===== src/rtl/fifo_ctrl.sv =====
// fifo_ctrl: single-clock FIFO controller driving an external dual-port memory, with level flags and sticky error flags.
module fifo_ctrl #(
  parameter int AW     = 8,
  parameter int DW     = 8,
  parameter int AF_LVL = 240,
  parameter int AE_LVL = 16
) (
  input  logic          clk,
  input  logic          rst,
  input  logic          push,
  input  logic [DW-1:0] push_data,
  input  logic          pop,
  output logic [DW-1:0] pop_data,
  output logic          pop_valid,
  output logic          full,
  output logic          empty,
  output logic          almost_full,
  output logic          almost_empty,
  output logic [AW:0]   count,
  output logic          overflow,
  output logic          underflow,
  input  logic          clr_err,
  output logic [AW-1:0] mem_a1,
  output logic [DW-1:0] mem_wd1,
  output logic          mem_we1,
  output logic [AW-1:0] mem_a2,
  input  logic [DW-1:0] mem_rd2
);
  localparam logic [AW:0] DEPTH = (AW+1)'(1 << AW);
  localparam logic [AW:0] AF    = (AW+1)'(AF_LVL);
  localparam logic [AW:0] AE    = (AW+1)'(AE_LVL);
  logic [AW-1:0] r_wr_ptr, r_rd_ptr;
  logic [AW:0]   r_count;
  logic [DW-1:0] r_pop_data;
  logic          r_pop_valid, r_ovf, r_unf;
  logic          w_push_ok, w_pop_ok;
  assign full         = r_count == DEPTH;
  assign empty        = r_count == '0;
  assign almost_full  = r_count >= AF;
  assign almost_empty = r_count <= AE;
  // a pop frees a slot this cycle, so a push at full is still accepted alongside it
  assign w_pop_ok  = pop & ~empty & ~rst;
  assign w_push_ok = push & (~full | w_pop_ok) & ~rst;
  assign mem_a1    = r_wr_ptr;
  assign mem_wd1   = push_data;
  assign mem_we1   = w_push_ok;
  assign mem_a2    = r_rd_ptr;
  assign count     = r_count;
  assign pop_data  = r_pop_data;
  assign pop_valid = r_pop_valid;
  assign overflow  = r_ovf;
  assign underflow = r_unf;
  always_ff @(posedge clk) begin
    if (rst) begin
      r_wr_ptr    <= '0;
      r_rd_ptr    <= '0;
      r_count     <= '0;
      r_pop_data  <= '0;
      r_pop_valid <= 1'b0;
      r_ovf       <= 1'b0;
      r_unf       <= 1'b0;
    end else begin
      if (w_push_ok) r_wr_ptr <= r_wr_ptr + AW'(1);
      if (w_pop_ok) begin
        r_rd_ptr   <= r_rd_ptr + AW'(1);
        r_pop_data <= mem_rd2;
      end
      r_pop_valid <= w_pop_ok;
      if (w_push_ok != w_pop_ok) r_count <= w_push_ok ? r_count + (AW+1)'(1) : r_count - (AW+1)'(1);
      r_ovf <= (push & ~w_push_ok) | (r_ovf & ~clr_err);
      r_unf <= (pop & empty) | (r_unf & ~clr_err);
    end
  end
endmodule


===== config.mk =====
export PLATFORM = sky130hd
export DESIGN_NAME = fifo_ctrl
export DESIGN_NICKNAME = d
export VERILOG_FILES = /design/src/rtl/fifo_ctrl.sv
export SDC_FILE = /design/constraint.sdc
export NUM_CORES = 1
export LEC_CHECK = 0
export BUFFER_PORTS_ARGS = -buffer_cell sky130_fd_sc_hd__buf_2
export CORE_MARGIN = 2
export CORE_UTILIZATION = 35
export CTS_CLUSTER_SIZE = 10
export DETAILED_ROUTE_END_ITERATION = 8
export HOLD_SLACK_MARGIN = 0.1
export SETUP_SLACK_MARGIN = 0.2
export SLEW_MARGIN = 5
export SYNTH_ARGS = -nofsm -noshare
export SYNTH_HDL_FRONTEND = slang
export SYNTH_SLANG_ARGS = --single-unit

===== constraint.sdc =====
create_clock -name clk -period 3.25 [get_ports clk]
set_input_delay 0.4875 -clock clk [delete_from_list [all_inputs] [get_ports clk]]
set_output_delay 0.4875 -clock clk [all_outputs]
set_load 0.005 [all_outputs]

==> results_dict.tcl <==
set metrics [dict create \
    status "finished, final reports clean" \
    grt_pass1_vias 1577 \
    grtUsageTotal_pct 14.8 \
    cts_buffers 5 \
    routedWlPerCell_um 12.3 \
    synth_seq_cells 36 \
    p_sw_uw 639 \
    num-fill-cells 561 \
    period_share_pct 87.3 \
    fp.dieArea_um2 6260 \
    layout_common_cells "53 x buf_2, 36 x dfxtp_1, 25 x nor2_1" \
    cts_resized 0 \
    pwr-share-clk_pct 20.6 \
    p_per_area_nw_per_um2 710 \
    wl_mm 4.31 \
    antenna_found_initial 0 \
    ios 70 \
    synth.yosys.seq_area_share_pct 36.5 \
    post-place-ws_ns 0.407 \
    gr-total-overflow 0 \
    synthAdderAreaFrac_pct 6.72 \
    yosys.area_share.simple_pct 22.7 \
    cts_buffer_depth 2 \
    yosysWarnings 0 \
    tightestPinTransition_ns 0.435 \
    gp_congestion 0.810 \
    end_kind "register" \
    insertion_delay_ns 0.29 \
    cp-start-kind "register" \
    hold_viol_final 0 \
    synth_xor_area_share_pct 7.98 \
    vias 1679 \
    stdcell_count 351 \
    grt_util_met1_pct 20.4 \
    rsz0062_at_grt "no" \
    cts.sinks 36 \
    die_w_um 79.1 \
    slew_viol_final 0 \
    utilization_pct 43.1 \
    pwr-share-seq_pct 34.9 \
    hold_class "in -> reg" \
    route.detailed.drc 0 \
    cts.reportedPaths.clkPinSlew_ns 0.08 \
    relSlewSlack_pct 71.0 \
    row_count 27 \
    async_reset_ff_share_pct 0 \
    pwr-share-comb_pct 44.5 \
    grt_busiest_layer "met2" \
    r2r_slack_ns 0.41 \
    ys.flop_type "dfxtp_1" \
    coreArea_um2 5470 \
    dp_cells 343 \
    dr.pass1.iters 4 \
    io_buffers 53 \
    dp_hpwl_mm 3.13 \
    netlist_area_um2 1970 \
    cp.required_ns 3.43 \
    fmax_mhz 352 \
    syn_to_final_growth_pct 19.4 \
    cts_max_level 2 \
    synth-compound-area-share_pct 15.7 \
    fin_worst_skew_ns 0.00686 \
    grt_start_max_net_pins 28 \
    start_util_pct 36.1 \
    avgSynthCellArea_um2 8.51 \
    synth_edf_count 0 \
    synth_mux_area_share_pct 2.60 \
    n_antenna_cell 0 \
    root_buffer "clkbuf_8" \
    p_int_mw 1.04 \
    layout-drive-gt1-share_pct 27.2 \
    die_height_um 79.1 \
    viasPerCell 4.78 \
    cts_tree "done" \
    cap_viol_max_count 0 \
    fin_ws_ns 0.412 \
    synth_top_family_by_area "simple AND/OR/NAND/NOR gates" \
    total_power_mw 1.67 \
    drt_iter0_markers 89 \
    critical_path_class "reg -> reg" \
    grtUsageMet2_pct 21.9 \
    finalCriticalPeriod_ns 2.84 \
    syn_inst 232 \
    grt_pass1_wl_mm 7.45 \
    leakage_nw 1.10 \
    crit_fanout 8 \
    crit_arrival_ns 3.02 \
    switching_share_pct 38.2 \
    fin_tns_setup_ns 0 \
    postCtsSetupRepairBufs 0 \
    use_met3_pct 4.55 \
    cts_hold_buf 0 \
    synthesis.nets 263 \
    peakVddDrop_uv 318 \
    final-setup-viol-count 0 \
    antenna_left 0 \
    final_common_cell "buf_2" \
    nNetsFinal 309 \
    yosysUniqueCellTypes 46 \
]
==> path summary, 6_finish.rpt <==
kind,from,to,depth (start not counted)
max,count[4],count[8],10
min,mem_rd2[5],pop_data[5],3
max reg2reg,count[4],count[8],10
min reg2reg,pop_data[5],pop_data[5],2
==> layout make-up <==
cell class	count	area, um2	area share [%]
well taps	72	90.1	3.82
clock inverters	2	13.8	0.584
flip-flops and latches	36	721	30.6
repair buffers	61	325	13.8
multi-input cells	167	1100	46.6
inverters	7	26.3	1.11
clock buffers	6	82.6	3.50
==> flip-flops by register name (all words and copies together) (netlist names) <==
register   count
underflow      1
pop_valid      1
pop_data       8
overflow       1
mem_a2         8
count          9
mem_a1         8
==> power groups by stage <==
stage	registers [mW]	clock network [mW]	logic, mW
6_report	0.585	0.345	0.745
5_1_grt	0.598	0.384	0.838
4_1_cts	0.585	0.361	0.751
3_5_place_dp	0.593	0	0.746
3_3_place_gp	0.593	0	0.750
2_1_floorplan	0.592	0	0.528
==> synthesized netlist by cell type, drive strengths merged (3+ instances only) <==
cell | instances | area share [%]
nand2 | 23 | 4.4
clkbuf | 8 | 1.5
xor2 | 14 | 6.2
o21a | 3 | 1.1
nor2 | 25 | 4.8
nand2b | 3 | 0.95
ha | 9 | 5.7
nor3 | 10 | 2.5
dfxtp | 36 | 37
xnor2 | 4 | 1.8
inv | 7 | 1.3
o211ai | 3 | 1.1
or4 | 4 | 1.5
nand4 | 7 | 2.9
mux2i | 4 | 2.0
o21ai | 17 | 4.3
and3 | 4 | 1.3
nor2b | 4 | 1.3
a211oi | 4 | 1.8
a21oi | 7 | 1.8
nand3 | 3 | 0.76
buf | 14 | 5.0
==> through the flow <==
stage / hold WS (ns) / instance area, um2
finish: 0.397 / 2360
floorplan: 0.445 / 1970
global route: 0.389 / 2360
detailed placement: 0.437 / 2260
global placement: 0.432 / 2260
CTS: 0.389 / 2360
==> kinds of logic after synthesis <==
family          Yosys count
xor+xnor                 18
compound gates           45
buf+inv                  29
fa+ha+maj                10
mux                       5
flops                    36
simple gates             89
==> per-layer routing <==
layer | vias up | wire length (um) | part of all wire [%]
li1 | 889 | - | -
met1 | 741 | 2200 | 51
met2 | 45 | 1800 | 42
met3 | 4 | 258 | 6.0
met4 | 0 | 44 | 1.0
met5 | - | 0 | 0
==> worst max-delay path: stages, from the launching register on <==
cell and delay [ns]:
dfxtp_1 0.36, or4_1 0.69, o41ai_4 0.24, buf_4 0.21, inv_2 0.05, fa_1 0.40
nor2b_1 0.20, o31ai_1 0.11, a21boi_0 0.25, nor3_1 0.08, nand3b_1 0.15
No activity file was read; power rests on OpenSTA's default activity.
